### config.mk
export PLATFORM = sky130hd
export DESIGN_NAME = issue_ctrl_flat
export DESIGN_NICKNAME = d
export VERILOG_FILES = /design/src/rtl/issue_ctrl_if.sv /design/src/rtl/issue_ctrl.sv /design/src/flat_wrapper.sv
export SDC_FILE = /design/constraint.sdc
export NUM_CORES = 1
export LEC_CHECK = 0
export ABC_AREA = 1
export CORE_ASPECT_RATIO = 0.6
export CORE_MARGIN = 1
export CORE_UTILIZATION = 43
export CTS_BUF_LIST = sky130_fd_sc_hd__clkbuf_4 sky130_fd_sc_hd__clkbuf_8
export CTS_CLUSTER_SIZE = 24
export DETAILED_ROUTE_END_ITERATION = 12
export PLACE_DENSITY = 0.89
export SYNTH_ARGS = -nofsm -noshare
export SYNTH_HDL_FRONTEND = slang
export SYNTH_SLANG_ARGS = --single-unit
### constraint.sdc
create_clock -name clk_in -period 1.89 [get_ports clk_in]
set_clock_uncertainty 0.15 [all_clocks]
set_input_delay 0.4725 -clock clk_in [delete_from_list [all_inputs] [get_ports clk_in]]
set_output_delay 0.4725 -clock clk_in [all_outputs]
set_load 0.005 [all_outputs]
### src/rtl/issue_ctrl_if.sv
//------------------------------------------------------------------------------
// issue_ctrl_if : decoder -> issue -> RS/LSB/ROB handshake bundle
// Rev 1.0
//------------------------------------------------------------------------------
`default_nettype none

interface issue_ctrl_if #(
    parameter int PAYLOAD_W = 160
);
    logic                 dec_valid_in;
    logic [1:0]           dec_to_lsb_in;
    logic [PAYLOAD_W-1:0] dec_payload_in;
    logic                 rs_full_in;
    logic                 lsb_full_in;
    logic                 rob_full_in;
    logic                 rob_clear_in;
    logic                 fet_stall_out;
    logic                 rs_valid_out;
    logic                 lsb_valid_out;
    logic                 lsb_store_out;
    logic                 rob_issue_out;
    logic [PAYLOAD_W-1:0] payload_out;

    modport master (
        output dec_valid_in, dec_to_lsb_in, dec_payload_in,
        output rs_full_in, lsb_full_in, rob_full_in, rob_clear_in,
        input  fet_stall_out, rs_valid_out, lsb_valid_out, lsb_store_out,
        input  rob_issue_out, payload_out
    );

    modport slave (
        input  dec_valid_in, dec_to_lsb_in, dec_payload_in,
        input  rs_full_in, lsb_full_in, rob_full_in, rob_clear_in,
        output fet_stall_out, rs_valid_out, lsb_valid_out, lsb_store_out,
        output rob_issue_out, payload_out
    );
endinterface

`default_nettype wire

### src/rtl/issue_ctrl.sv
//------------------------------------------------------------------------------
// issue_ctrl : single-entry issue stage dispatching decoded instructions to RS or LSB
// Optional ISSUE_STALL_CNT_EN adds a saturating HOLD-cycle counter. Rev 1.0
//------------------------------------------------------------------------------
`default_nettype none

module issue_ctrl #(
    parameter int PAYLOAD_W = 160
) (
    input  wire logic     clk_in,
    input  wire logic     rst_in,
    input  wire logic     rdy_in,
    issue_ctrl_if.slave   bus
`ifdef ISSUE_STALL_CNT_EN
    ,
    output logic [31:0]   stall_cnt_out
`endif
);

    localparam logic [1:0] ST_IDLE = 2'd0;
    localparam logic [1:0] ST_SEND = 2'd1;
    localparam logic [1:0] ST_HOLD = 2'd2;

    logic [1:0]           state_q,   state_d;
    logic                 tgt_lsb_q, tgt_lsb_d;
    logic                 store_q,   store_d;
    logic [PAYLOAD_W-1:0] payload_q, payload_d;

    logic ok_new;
    logic ok_held;
    logic send;

    assign ok_new  = (bus.dec_to_lsb_in[1] ? !bus.lsb_full_in : !bus.rs_full_in) && !bus.rob_full_in;
    assign ok_held = (tgt_lsb_q ? !bus.lsb_full_in : !bus.rs_full_in) && !bus.rob_full_in;

    always_ff @(posedge clk_in) begin
        if (rst_in) begin
            state_q   <= ST_IDLE;
            tgt_lsb_q <= 1'b0;
            store_q   <= 1'b0;
            payload_q <= '0;
        end else begin
            state_q   <= state_d;
            tgt_lsb_q <= tgt_lsb_d;
            store_q   <= store_d;
            payload_q <= payload_d;
        end
    end

    // A flush wins even while the pipeline is frozen so it can never be lost.
    always_comb begin
        state_d   = state_q;
        tgt_lsb_d = tgt_lsb_q;
        store_d   = store_q;
        payload_d = payload_q;
        if (bus.rob_clear_in) begin
            state_d = ST_IDLE;
        end else if (rdy_in) begin
            case (state_q)
                ST_HOLD: begin
                    if (ok_held) begin
                        state_d = ST_SEND;
                    end
                end
                default: begin
                    if (bus.dec_valid_in) begin
                        tgt_lsb_d = bus.dec_to_lsb_in[1];
                        store_d   = bus.dec_to_lsb_in[0];
                        payload_d = bus.dec_payload_in;
                        state_d   = ok_new ? ST_SEND : ST_HOLD;
                    end else begin
                        state_d = ST_IDLE;
                    end
                end
            endcase
        end
    end

    always_comb begin
        send              = (state_q == ST_SEND) && rdy_in;
        bus.rs_valid_out  = send && !tgt_lsb_q;
        bus.lsb_valid_out = send && tgt_lsb_q;
        bus.lsb_store_out = send && tgt_lsb_q && store_q;
        bus.rob_issue_out = send;
        bus.fet_stall_out = (state_q == ST_HOLD) && rdy_in;
        bus.payload_out   = payload_q;
    end

`ifdef ISSUE_STALL_CNT_EN
    logic [31:0] stall_cnt_q;

    always_ff @(posedge clk_in) begin
        if (rst_in) begin
            stall_cnt_q <= '0;
        end else if ((state_q == ST_HOLD) && rdy_in && (stall_cnt_q != 32'hFFFF_FFFF)) begin
            stall_cnt_q <= stall_cnt_q + 32'd1;
        end
    end

    assign stall_cnt_out = stall_cnt_q;
`endif

endmodule

`default_nettype wire

### src/flat_wrapper.sv
// flat-port wrapper written by rule: the top's interface ports become plain ports
module issue_ctrl_flat 
#(
    parameter int PAYLOAD_W = 160
)
  (clk_in, rst_in, rdy_in, bus_dec_valid_in, bus_dec_to_lsb_in, bus_dec_payload_in, bus_rs_full_in, bus_lsb_full_in, bus_rob_full_in, bus_rob_clear_in, bus_fet_stall_out, bus_rs_valid_out, bus_lsb_valid_out, bus_lsb_store_out, bus_rob_issue_out, bus_payload_out);
  issue_ctrl_if #(.PAYLOAD_W(PAYLOAD_W)) bus_i ();
  input  wire logic clk_in;
  input  wire logic rst_in;
  input  wire logic rdy_in;
  input wire logic [$bits(bus_i.dec_valid_in)-1:0] bus_dec_valid_in;
  input wire logic [$bits(bus_i.dec_to_lsb_in)-1:0] bus_dec_to_lsb_in;
  input wire logic [$bits(bus_i.dec_payload_in)-1:0] bus_dec_payload_in;
  input wire logic [$bits(bus_i.rs_full_in)-1:0] bus_rs_full_in;
  input wire logic [$bits(bus_i.lsb_full_in)-1:0] bus_lsb_full_in;
  input wire logic [$bits(bus_i.rob_full_in)-1:0] bus_rob_full_in;
  input wire logic [$bits(bus_i.rob_clear_in)-1:0] bus_rob_clear_in;
  output wire logic [$bits(bus_i.fet_stall_out)-1:0] bus_fet_stall_out;
  output wire logic [$bits(bus_i.rs_valid_out)-1:0] bus_rs_valid_out;
  output wire logic [$bits(bus_i.lsb_valid_out)-1:0] bus_lsb_valid_out;
  output wire logic [$bits(bus_i.lsb_store_out)-1:0] bus_lsb_store_out;
  output wire logic [$bits(bus_i.rob_issue_out)-1:0] bus_rob_issue_out;
  output wire logic [$bits(bus_i.payload_out)-1:0] bus_payload_out;
  assign bus_i.dec_valid_in = bus_dec_valid_in;
  assign bus_i.dec_to_lsb_in = bus_dec_to_lsb_in;
  assign bus_i.dec_payload_in = bus_dec_payload_in;
  assign bus_i.rs_full_in = bus_rs_full_in;
  assign bus_i.lsb_full_in = bus_lsb_full_in;
  assign bus_i.rob_full_in = bus_rob_full_in;
  assign bus_i.rob_clear_in = bus_rob_clear_in;
  assign bus_fet_stall_out = bus_i.fet_stall_out;
  assign bus_rs_valid_out = bus_i.rs_valid_out;
  assign bus_lsb_valid_out = bus_i.lsb_valid_out;
  assign bus_lsb_store_out = bus_i.lsb_store_out;
  assign bus_rob_issue_out = bus_i.rob_issue_out;
  assign bus_payload_out = bus_i.payload_out;
  issue_ctrl #(.PAYLOAD_W(PAYLOAD_W)) u_core (.clk_in(clk_in), .rst_in(rst_in), .rdy_in(rdy_in), .bus(bus_i));
endmodule
## After elaboration in Yosys (flattened, before gate mapping)

Cells that the tools add are included.
W data, S select, Z words.

| storage, ports and cells | value |
|---|---|
| bits in registers | 164 |
| input bits | 170 |

| operators by class | value |
|---|---|
| reduce and logical (&&, ||, !) cells | 14 |
| mux-type cells | 6 |
| equal/unequal tests | 3 |
| bitwise gates (word level) | 2 |

Operators with widths:

| operator | count |
|---|---|
| $mux W2 | 4 |
| $logic_and A1 B1 Y1 | 7 |
| $logic_not A1 Y1 | 4 |
| $reduce_and A4 Y1 | 1 |
| $eq A2 B1 Y1 const B | 1 |
| $eq A2 B2 Y1 const B | 1 |
| $mux W1 | 2 |
| $ne A2 B1 Y1 const B | 1 |
| $not A1 Y1 | 2 |
| $reduce_and A2 Y1 | 1 |
| $reduce_or A2 Y1 | 1 |

## Logic depth before layout (Yosys ltp)

Gate-level depths: netlist of the first run.

| logic depth | value |
|---|---|
| depth in word-level cells | 6 |
| gate-level depth with buffers | 7 |
| gate-level depth less buffers | 7 |

## Worst setup path before layout of the first run

No wires, ideal clock.

| timing | value |
|---|---|
| path kind | input port to output port |
| from | input rdy_in |
| to | output bus_lsb_store_out |
| arrival | 1.013 ns |
| buffers on the path | 0 |
| stages | 4 |
| setup slack | 0.254 ns |
| data required time | 1.267 ns |
| cell sequence | inv_1 -> nor3_1 -> inv_1 -> nor3_1 |

| on the way | value |
|---|---|
| cells in the longest elaborated chain, start to end | 3 |

RTL lines:

| item | line | RTL |
|---|---|---|
| start, declared | flat_wrapper.sv:10 | `input wire logic rdy_in;` |
| $logic_and A1 B1 Y1 | issue_ctrl.sv:80 | `send = (state_q == ST_SEND) && rdy_in;` |
| via bus_rob_issue_out | flat_wrapper.sv:22 | `output wire logic [$bits(bus_i.rob_issue_out)-1:0] bus_rob_issue_out;` |
| $logic_and A1 B1 Y1 (2 in series) | issue_ctrl.sv:83 | `bus.lsb_store_out = send && tgt_lsb_q && store_q;` |
| end, declared | flat_wrapper.sv:21 | `output wire logic [$bits(bus_i.lsb_store_out)-1:0] bus_lsb_store_out;` |

The timed path passes the listed nets, and every way through them passes these cells.

## Worst setup path after layout of the first run

| timing | value |
|---|---|
| from | input rdy_in |
| to | output bus_lsb_store_out |

| on the way | value |
|---|---|
| cells in the longest elaborated chain, start to end | 3 |

RTL lines:

| item | line |
|---|---|
| $logic_and A1 B1 Y1 | issue_ctrl.sv:80 |
| $logic_and A1 B1 Y1 (2 in series) | issue_ctrl.sv:83 |

Every way passes these cells.

==> implementation parameters, run 1 <==
Parameter                              Value

GRT
  Met2 routing resource usage after global routing    approximately 45%
  Overall track demand over capacity in global routing    a little under a quarter
  Number of antenna violations at the first check in global routing    0
  Vias in the first global route    5513
  Met3 routing resource usage after global routing    8.349%
  Global-route wire length before repair    27.12 mm
  Maximum number of pins on one net before global-route repair    76
  Residual overflow from global routing    0
  Busiest layer in global routing    met2
  Met1 usage    25.09%

Clocking
  H-tree levels    4
  Clock buffer depth    2
  CTS Root Cell    sky130_fd_sc_hd__clkbuf_8
  Number of sinks driven by the clock tree    ~160
  Clock transition time at the flip-flop clock pins of the worst setup and hold paths    ~80 ps
  Post-cts hold buffer count    0
  Clock insertion delay at the later pin of the skew report    420 ps
  TritonCTS clock tree    built
  Number of buffers created by CTS    17

Timing
  Relative max-transition margin    80.91%
  Fmax achieved    511.2 MHz
  Hold slack final    290.4 ps
  Transition time of the tightest slew-check pin    about 280 ps
  Number of endpoints failing setup at the final stage    3
  Total count of hold-check failures in the final report    0
  RSZ-0062 raised after global routing    true
  Period utilisation layout    103.5%
  Clock period minus final worst setup slack    1956 ps
  Pins over their slew limit    0
  Final setup slack of the worst path    -66.10 ps

Finish
  Ratio of cells with drive above 1 in the final layout    10.66%
  Antenna Cells    0
  Number of nets at the end of the flow    1237
  Area added between synthesis and finish    64.30%
  Filler cell count    1036

Floorplanning
  Total core area    0.01375 mm^2
  # IOs    335
  Starting utilization of the core area    44.25%
  Area of the die    0.01465 mm^2
  Vertical die dimension    about 94 um
  Die Span X    155.6 um
  Core Rows    33

Run status
  Violated checks    setup timing
  Result of the run    complete, but fails checks

Synthesis
  Area share of the largest cell type after synthesis    53.96%
  Gate Count Post-Synth    737
  Mapped Area    around 0.006 mm^2
  Count of warnings emitted by yosys    0
  Avg Inst Size Synth    between 8 and 9 um^2
  Synth Area in Simple Gates    1.871%
  Share of the synthesized area in compound gates (AO/OA/AOI/OAI)    a little over a quarter
  Most area-hungry cell type in the Yosys netlist    sky130_fd_sc_hd__dfxtp_1
  Post-synthesis xor/xnor area fraction    0%
  Dominant combinational cell family by area after synthesis    compound AO/OA/AOI/OAI gates
  Post-synth net total    907
  Post-synthesis mux area share    0%
  Synthesized-area fraction occupied by adder cells    0%
  Count of state elements after synthesis    approximately 160
  Sequential element share of the synthesized area    53.96%
  Cell types occupying the most area after synthesis    sky130_fd_sc_hd__dfxtp_1 (54%), sky130_fd_sc_hd__a21oi_1 (13%), sky130_fd_sc_hd__inv_1 (10%)
  Library cells used by synthesis    20

Min path
  Number of stages on the worst hold path    2
  Path class of the lowest-slack min-delay path    reg -> reg

Drt
  Count of antenna-violating nets left after detailed routing    0
  Vias after detailed routing    5875
  Remaining design rule violation count    0
  Total wire length    18.24 mm
  Via-to-Cell Ratio    around 4.6
  WL/cell    approximately 14 um
  Detailed router's first-iteration violation count    between 200 and 300
  TritonRoute pass-1 iters    7

Critical path
  Largest driver fanout on the critical path    3
  Worst endpoint required time    1270 ps
  Worst setup path category    in -> out
  Type of element capturing the critical path    output port
  Category of the worst setup path launch point    input port
  Logic depth of the worst register-to-register path    8
  Critical path data arrival time    1330 ps

Placement
  Last weighted congestion value of the routability-driven placer    between 0.7 and 0.8
  Post-DP HPWL    between 10 and 15 mm
  Number of buffers inserted by port buffering    around 330
  Worst slack, placed    -813.7 ps

Pwr
  Leakage power    4.722 nW
  Total Power    7.396 mW
  Maximum vdd ir drop    0.0004385 V
  Pwr/cell area    739.8 mW/mm^2

Flow run
  Max Cap Violations    0
==> report_power, final <==
group	internal, mW	total (mW)	switching, mW
combinational	0.670	1.12	0.453
sequential	3.65	3.73	0.0843
clock	1.24	2.54	1.30
total	5.56	7.40	1.84
==> cell usage in the layout, fill, tap and decap left out, drive strengths merged <==
master,n
clkbuf,19
a21oi,164
clkinv,3
nor2,5
dlymetal6s2s,26
nand3,1
clkdlybuf4s50,168
o21ai,163
nand4,2
bufinv,2
buf,34
a31oi,1
nand2,12
nor3,2
inv,175
clkinvlp,3
dfxtp,164
dlygate4sd2,135
==> registers in the layout, summed over array words and instances (netlist names) <==
register	flops
u_core.state_q	2
u_core.bus.payload_out	160
u_core.store_q	1
u_core.tgt_lsb_q	1
==> metal layers <==
layer,wire (um),vias to the layer above
met5,0,-
met4,296,0
met3,1324,26
met2,9454,181
met1,7169,2644
li1,-,3024
==> cell type report <==
class	instances	area, um^2	area share [%]
clock buffers	19	255.2	2.553
clock inverters	12	143.9	1.439
inverters	171	644.4	6.446
multi-input cells	350	1778	17.78
flip-flops and latches	164	3334	33.35
well taps	192	240.2	2.403
repair buffers	363	3601	36.02
==> through the flow <==
step           std cells  utilization [%]  setup TNS [ps]  instance area, um^2
2_1_floorplan        737                -               0                 6085
3_3_place_gp        1238            70.06          -27800                 9633
3_5_place_dp        1238            70.06          -33750                 9633
4_1_cts             1271            72.19          -47.53                 9926
5_1_grt             1271            72.71          -406.2                 9997
6_report            1271            72.71          -113.7                 9997
==> critical path, cell delays in order <==
cell and delay [ps]:
sky130_fd_sc_hd__dlygate4sd2_1 220, sky130_fd_sc_hd__inv_1 90, sky130_fd_sc_hd__nor3_4 220, sky130_fd_sc_hd__inv_2 80, sky130_fd_sc_hd__nor3_2 110, sky130_fd_sc_hd__buf_2 140
==> logic make-up (layout without fill, tap and decap cells) <==
logic type	count (synthesis)	count (layout)
flip-flops	164	164
buffers and inverters	223	565
AND/OR/NAND/NOR	22	22
AO/OA/AOI/OAI	328	328
==> synthesized netlist by cell type <==
cell                       instances
sky130_fd_sc_hd__a31oi_1           1
sky130_fd_sc_hd__buf_8             1
sky130_fd_sc_hd__buf_6            23
sky130_fd_sc_hd__buf_4             6
sky130_fd_sc_hd__dfxtp_1         164
sky130_fd_sc_hd__nand4_1           1
sky130_fd_sc_hd__nor2_1            5
sky130_fd_sc_hd__inv_2             1
sky130_fd_sc_hd__buf_2             1
sky130_fd_sc_hd__nand3_1           1
sky130_fd_sc_hd__nor3_1            2
sky130_fd_sc_hd__clkbuf_1         21
sky130_fd_sc_hd__clkinv_1          1
sky130_fd_sc_hd__a21oi_1         164
sky130_fd_sc_hd__inv_1           169
sky130_fd_sc_hd__nand4_4           1
sky130_fd_sc_hd__o21ai_1         100
sky130_fd_sc_hd__nand2_4           1
sky130_fd_sc_hd__o21ai_0          63
sky130_fd_sc_hd__nand2_1          11
==> path summary, 6_finish.rpt <==
check                             start  slack, ps                           to
min reg2reg  u_core.bus.payload_out[70]        290   u_core.bus.payload_out[70]
max reg2reg           u_core.state_q[0]        140  u_core.bus.payload_out[130]
min          u_core.bus.payload_out[70]        290   u_core.bus.payload_out[70]
max                              rdy_in        -70            bus_lsb_store_out
==> repair_timing <==
action                                  CTS  global route
pin swaps                                 1             0
endpoints found under the hold margin     0             0
endpoints found under the setup margin  153            31
buffers inserted                          3             0
cloned                                    0             0
resized for setup                       199            30
(Power assumes the default switching activity.)
==> run 2, diff against run 1 <==
--- a/config.mk
+++ b/config.mk
@@ -6,13 +6,17 @@
 export NUM_CORES = 1
 export LEC_CHECK = 0
 export ABC_AREA = 1
+export CELL_PAD_IN_SITES_DETAIL_PLACEMENT = 1
+export CELL_PAD_IN_SITES_GLOBAL_PLACEMENT = 2
 export CORE_ASPECT_RATIO = 0.6
 export CORE_MARGIN = 1
-export CORE_UTILIZATION = 43
+export CORE_UTILIZATION = 37
 export CTS_BUF_LIST = sky130_fd_sc_hd__clkbuf_4 sky130_fd_sc_hd__clkbuf_8
 export CTS_CLUSTER_SIZE = 24
 export DETAILED_ROUTE_END_ITERATION = 12
-export PLACE_DENSITY = 0.89
+export DONT_BUFFER_PORTS = 1
+export PLACE_DENSITY = 0.87
+export SLEW_MARGIN = 0
 export SYNTH_ARGS = -nofsm -noshare
 export SYNTH_HDL_FRONTEND = slang
 export SYNTH_SLANG_ARGS = --single-unit
==> implementation parameters, run 2 (synthesis gave the netlist of run 1 again) <==
Parameter                              Value

Pwr
  Clock share of power    37.9% (+3.5 points)
  Switching share of power    27.25% (+2.4 points)
  Register share of total power    55.5% (+5.1 points)
  Int Power    4.976 mW (-10%)
  Leakage power    2.375 nW (-50%)
  Switching power    1.864 mW (+1.4%)
  Maximum vdd ir drop    0.0004169 V (-4.9%)
  Portion of total power attributed to combinational logic    6.6% (-8.6 points)
  Pwr/cell area    1043 mW/mm^2 (+41%)

Drt
  Vias after detailed routing    4666 (-21%)
  WL/cell    17.34 um (+21%)
  Remaining design rule violation count    0 (unchanged)
  Total wire length    16.18 mm (-11%)
  Detailed router's first-iteration violation count    145 (-42%)
  Count of antenna-violating nets left after detailed routing    0 (unchanged)
  Via-to-Cell Ratio    5.001 (+8.2%)
  TritonRoute pass-1 iters    4 (-3)

Floorplanning
  Total core area    0.01572 mm^2 (+14%)
  # IOs    335 (unchanged)
  Vertical die dimension    101.3 um (+7.6%)
  Starting utilization of the core area    38.70% (-5.6 points)
  Area of the die    0.01698 mm^2 (+16%)
  Die Span X    167.6 um (+7.7%)
  Core Rows    35 (+6.1%)

Finish
  Number of flip-flops in the largest register    160 (unchanged)
  Count of placed standard cells in the final layout, fillers left out    933 (-27%)
  Most frequent cells in the layout    sky130_fd_sc_hd__inv_1 (168), sky130_fd_sc_hd__a21oi_1 (164), sky130_fd_sc_hd__dfxtp_1 (163), sky130_fd_sc_hd__o21ai_1 (100), sky130_fd_sc_hd__o21ai_0 (63)
  Most common library cell in the layout ignoring fill and taps    sky130_fd_sc_hd__inv_1
  Ratio of cells with drive above 1 in the final layout    7.133% (-3.5 points)
  Number of nets at the end of the flow    886 (-28%)
  Area added between synthesis and finish    7.773%
  Final instance area    0.006558 mm^2 (-34%)

Placement
  Worst slack, placed    6.808 ps (+820.5 ps)
  Placed cell count    900 (-27%)
  Post-DP HPWL    12.03 mm (-12%)
  Cell area reported after detailed placement    0.006128 mm^2 (-36%)
  Number of buffers inserted by port buffering    0 (-100%)
  Last weighted congestion value of the routability-driven placer    0.7894 (+0.15%)

Critical path
  Logic depth of the worst register-to-register path    7 (-1)
  Critical path data arrival time    1360 ps (+30 ps)
  Largest driver fanout on the critical path    3 (unchanged)
  Critical-path cell list    nor3_4 -> inv_2 -> nor3_4 -> buf_4
  Type of element capturing the critical path    output port
  Category of the worst setup path launch point    flip-flop
  Worst endpoint required time    1270 ps (about the same)
  Top cell by count, worst path    sky130_fd_sc_hd__nor3_4
  Worst setup path category    reg -> out
  Max incr delay on CP    370 ps (+150 ps)
  Slowest library cell on the worst path    sky130_fd_sc_hd__dfxtp_2

Clocking
  CTS Root Cell    sky130_fd_sc_hd__clkbuf_8
  Clock buffer depth    2 (unchanged)
  H-tree levels    4 (unchanged)
  Clock transition time at the flip-flop clock pins of the worst setup and hold paths    100 ps (+20 ps)
  Number of buffers created by CTS    17 (unchanged)
  Post-CTS repair timing setup buffer count    0 (-3)
  TritonCTS clock tree    built
  Clock insertion delay at the later pin of the skew report    420 ps (about the same)
  Number of sinks driven by the clock tree    164 (unchanged)
  Post-cts hold buffer count    0 (unchanged)

Timing
  Pins over their slew limit    0 (unchanged)
  RSZ-0062 raised after global routing    true
  Relative max-transition margin    72.05% (-8.9 points)
  Total count of hold-check failures in the final report    0 (unchanged)
  Fmax achieved    504.7 MHz (-1.3%)
  Transition time of the tightest slew-check pin    419.2 ps (+135.8 ps)
  Period utilisation layout    104.8% (+1.3 points)
  Clock period minus final worst setup slack    1981 ps (+25.35 ps)
  Number of endpoints failing setup at the final stage    3 (unchanged)
  Final setup slack of the worst path    -91.44 ps (-25.35 ps)

GRT
  Global-route wire length before repair    24.51 mm (-9.6%)
  Vias in the first global route    4663 (-15%)
  Residual overflow from global routing    0 (unchanged)
  Overall track demand over capacity in global routing    18.22% (-5.7 points)
  Maximum number of pins on one net before global-route repair    110 (+45%)
  Number of antenna violations at the first check in global routing    0 (unchanged)

Flow run
  Max Cap Violations    0 (unchanged)

Min path
  Path class of the lowest-slack min-delay path    in -> reg
  Number of stages on the worst hold path    2 (unchanged)

Run status
  Violated checks    setup timing
  Result of the run    complete, but fails checks
==> run 2: timing repair <==
action / in CTS / in global routing
gates cloned: 0 / 0
resized for setup: 5 / 1
pin swaps: 1 / 0
endpoints found under the setup margin: 4 / 3
hold endpoints to repair: 0 / 0
==> run 2: final timing paths <==
check / start / endpoint / slack (ps)
worst max-delay path: u_core.state_q[1] / bus_lsb_store_out / -90
worst min-delay path: bus_dec_payload_in[28] / u_core.bus.payload_out[28] / 60
worst max register to register: u_core.state_q[0] / u_core.bus.payload_out[60] / 260
worst min register to register: u_core.bus.payload_out[150] / u_core.bus.payload_out[150] / 320
==> run 2: power by group through the flow <==
| stage | Combinational, mW | Sequential, mW | Clock, mW |
|---|---|---|---|
| global route | 0.522 | 3.82 | 2.85 |
| global placement | 0.415 | 3.87 | 0 |
| CTS | 0.456 | 3.80 | 2.71 |
| floorplan | 0.387 | 3.82 | 0 |
| detailed placement | 0.454 | 3.88 | 0 |
| finish | 0.450 | 3.79 | 2.60 |
==> run 2: per-layer routing <==
metal  up-vias  share of wire (%)  GRT usage [%]
met5         -                  0              0
met3        17                9.0          7.073
met4         0                1.4          7.128
li1       2328                  -              -
met1      2146                 39          19.77
met2       175                 51          32.50
==> run 2: final cells by class <==
| cell class | count | area (um^2) |
|---|---|---|
| timing repair buffer | 12 | 190.2 |
| multi-input combinational | 350 | 1779 |
| antenna | 1 | 2.502 |
| inverter | 171 | 644.4 |
| fill | 1879 | 9164 |
| sequential | 164 | 3284 |
| clock inverter | 13 | 141.4 |
| tap | 203 | 254.0 |
| clock buffer | 19 | 261.5 |
==> run 2: critical path: cells and delay by family (launching register included) <==
kind          cells  cell delay [ps]
buf+inv           2              220
flops             1              370
simple gates      2              340
==> run 2: stage by stage <==
step	total power [mW]	setup TNS [ps]	utilization [%]	hold slack, ps
floorplan	4.209	0	-	280.1
global placement	4.289	0	38.98	300.3
detailed placement	4.332	0	38.98	304.3
CTS	6.965	-237.2	41.66	20.55
finish	6.840	-118.7	41.71	63.93
global route	7.189	-366.3	41.70	32.21
==> run 3, diff against run 2 <==
--- a/config.mk
+++ b/config.mk
@@ -15,6 +15,7 @@
 export CTS_CLUSTER_SIZE = 24
 export DETAILED_ROUTE_END_ITERATION = 12
 export DONT_BUFFER_PORTS = 1
+export GPL_TIMING_DRIVEN = 0
 export PLACE_DENSITY = 0.87
 export SLEW_MARGIN = 0
 export SYNTH_ARGS = -nofsm -noshare
==> implementation parameters, run 3 (synthesis gave the netlist of run 1 again) <==
Parameter                              Value

Drt
  Total wire length    18.76 mm (+16%)
  WL/cell    19.26 um (+11%)
  Vias after detailed routing    4977 (+6.7%)
  Via-to-Cell Ratio    5.110 (+2.2%)
  Count of antenna-violating nets left after detailed routing    0 (unchanged)
  TritonRoute pass-1 iters    4 (unchanged)
  Remaining design rule violation count    0 (unchanged)
  Detailed router's first-iteration violation count    188 (+30%)

Finish
  Number of nets at the end of the flow    928 (+4.7%)
  Filler cell count    1863 (-0.85%)
  Final core occ    43.04% (+1.3 points)
  Number of flip-flops in the largest register    160 (unchanged)
  Ratio of cells with drive above 1 in the final layout    9.857% (+2.7 points)
  Most frequent cells in the layout    sky130_fd_sc_hd__inv_1 (168), sky130_fd_sc_hd__a21oi_1 (164), sky130_fd_sc_hd__dfxtp_1 (162), sky130_fd_sc_hd__o21ai_1 (100), sky130_fd_sc_hd__o21ai_0 (63)
  Area of the multi-input gates    0.001792 mm^2 (+0.70%)
  Area of all sequential standard cells    0.003288 mm^2 (+0.11%)
  Count of placed standard cells in the final layout, fillers left out    974 (+4.4%)
  Area added between synthesis and finish    11.21%
  Most common library cell in the layout ignoring fill and taps    sky130_fd_sc_hd__inv_1
  Antenna Cells    0 (-1)

Timing
  Number of endpoints failing setup at the final stage    3 (unchanged)
  Fmax achieved    503.4 MHz (-0.25%)
  Final sum of negative setup slack    -188.7 ps (-70.01 ps)
  Period utilisation layout    105.1% (+0.26 points)
  Relative max-transition margin    69.63% (-2.4 points)
  Pins over their slew limit    0 (unchanged)
  Total count of hold-check failures in the final report    0 (unchanged)
  RSZ-0062 raised after global routing    true
  Transition time of the tightest slew-check pin    455.5 ps (+36.27 ps)
  Clock period minus final worst setup slack    1986 ps (+4.889 ps)
  Final setup slack of the worst path    -96.33 ps (-4.889 ps)

Critical path
  Critical path's top delay family    simple AND/OR/NAND/NOR gates
  Worst setup path category    reg -> out
  Critical-path cell list    nor3_4 -> inv_2 -> nor3_4
  Worst endpoint required time    1270 ps (about the same)
  Critical path data arrival time    1360 ps (about the same)
  Worst R2R End    u_core.bus.payload_out[2]
  Largest driver fanout on the critical path    3 (unchanged)
  Type of element capturing the critical path    output port
  Max incr delay on CP    370 ps (about the same)
  Worst reg2reg path startpoint    u_core.state_q[0]
  Buffers and inverters on the worst path    1 (-1)
  Logic depth of the worst register-to-register path    7 (unchanged)
  R2R setup slack    210 ps (-50 ps)
  Category of the worst setup path launch point    flip-flop
  Slowest library cell on the worst path    sky130_fd_sc_hd__dfxtp_4
  Top cell by count, worst path    sky130_fd_sc_hd__nor3_4

Floorplanning
  Core Rows    35 (unchanged)
  Area of the die    0.01698 mm^2 (unchanged)
  Total core area    0.01572 mm^2 (unchanged)
  Starting utilization of the core area    38.70% (unchanged)
  Vertical die dimension    101.3 um (unchanged)
  Die Span X    167.6 um (unchanged)
  # IOs    335 (unchanged)

Pwr
  Register share of total power    56.3% (+0.8 points)
  Total Power    6.743 mW (-1.4%)
  Int Power    4.821 mW (-3.1%)
  Portion of total power attributed to combinational logic    7.5% (+0.9 points)
  Maximum vdd ir drop    0.0004319 V (+3.6%)
  Switching power    1.923 mW (+3.1%)
  Switching share of power    28.51% (+1.3 points)
  Pwr/cell area    996.6 mW/mm^2 (-4.5%)
  Leakage power    2.461 nW (+3.6%)
  Clock share of power    36.2% (-1.7 points)

Placement
  Last weighted congestion value of the routability-driven placer    0.7754 (-1.8%)
  Number of buffers inserted by port buffering    0 (unchanged)
  Placed cell count    940 (+4.4%)
  Worst slack, placed    -171.8 ps (-178.6 ps)
  Post-DP HPWL    14.61 mm (+21%)

Min path
  Path class of the lowest-slack min-delay path    in -> reg
  WHS Endpoint    u_core.bus.payload_out[78]
  Number of stages on the worst hold path    2 (unchanged)
  Startpoint of the lowest-slack hold path    bus_dec_payload_in[78]

GRT
  Vias in the first global route    5197 (+11%)
  Number of antenna violations at the first check in global routing    0 (unchanged)
  Residual overflow from global routing    0 (unchanged)
  Global-route wire length before repair    28.41 mm (+16%)
  Overall track demand over capacity in global routing    21.45% (+3.2 points)
  Maximum number of pins on one net before global-route repair    17 (-85%)

Clocking
  Clock transition time at the flip-flop clock pins of the worst setup and hold paths    100 ps (about the same)
  TritonCTS clock tree    built
  Number of sinks driven by the clock tree    164 (unchanged)
  CTS Root Cell    sky130_fd_sc_hd__clkbuf_8
  H-tree levels    4 (unchanged)
  Clock insertion delay at the later pin of the skew report    430 ps (about the same)
  Clock buffer depth    2 (unchanged)
  Post-cts hold buffer count    0 (unchanged)
  Number of buffers created by CTS    17 (unchanged)

Run status
  Violated checks    setup timing
  Result of the run    complete, but fails checks

Flow run
  Max Cap Violations    0 (unchanged)
-- run 3: worst max path at each step --
| stage | from | end | slack [ps] | cells past startpoint |
|---|---|---|---|---|
| floorplan | rdy_in | bus_lsb_store_out | 250 | 4 |
| global placement | rdy_in | bus_lsb_store_out | -210 | 4 |
| detailed placement | rdy_in | bus_lsb_store_out | -170 | 4 |
| CTS | u_core.state_q[1] | bus_lsb_store_out | -120 | 3 |
| global route | u_core.state_q[1] | bus_lsb_store_out | -180 | 3 |
| finish | u_core.state_q[1] | bus_lsb_store_out | -100 | 3 |
-- run 3: cell type report --
type                       instances  area share [%]
clock inverter                    13           1.794
sequential                       164           48.59
inverter                         171           9.523
buffer                            52           5.954
clock buffer                      19           3.680
multi-input combinational        350           26.48
timing repair buffer               2          0.2219
tap                              203           3.754
-- run 3: what timing repair did --
action,CTS,global route
pin swaps,2,1
buffers inserted,1,1
endpoints found under the setup margin,4,3
resized for setup,11,2
-- run 3: metal layers --
| metal | GRT usage [%] | share of wire (%) | vias up | wire [um] |
|---|---|---|---|---|
| met1 | 24.42 | 41 | 2360 | 7718 |
| met3 | 7.112 | 8.0 | 20 | 1502 |
| met4 | 8.186 | 1.4 | 0 | 263 |
| li1 | - | - | 2408 | - |
| met2 | 37.82 | 49 | 189 | 9273 |
| met5 | 0 | 0 | - | 0 |
-- run 3: per-stage QoR --
| step | hold slack, ps | instance area (um^2) |
|---|---|---|
| CTS | 23.96 | 6754 |
| global route | 18.03 | 6766 |
| finish | 55.42 | 6766 |
| detailed placement | 306.6 | 6339 |
| global placement | 303.6 | 6339 |
| floorplan | 280.1 | 6085 |
-- run 3: worst register-to-register path: stages, from the launching register on --
cell and delay, ps:
sky130_fd_sc_hd__dfxtp_2 370, sky130_fd_sc_hd__inv_4 40, sky130_fd_sc_hd__buf_4 130, sky130_fd_sc_hd__nand2_4 80
sky130_fd_sc_hd__nand4_4 180, sky130_fd_sc_hd__clkbuf_1 290, sky130_fd_sc_hd__o21ai_0 260, sky130_fd_sc_hd__a21oi_1 60
-- run 3: power groups by stage --
stage | clock [mW] | sequential [mW] | combinational [mW]
floorplan | 0 | 3.82 | 0.387
global placement | 0 | 3.88 | 0.464
detailed placement | 0 | 3.88 | 0.502
CTS | 2.52 | 3.80 | 0.508
global route | 2.65 | 3.82 | 0.578
finish | 2.44 | 3.80 | 0.504
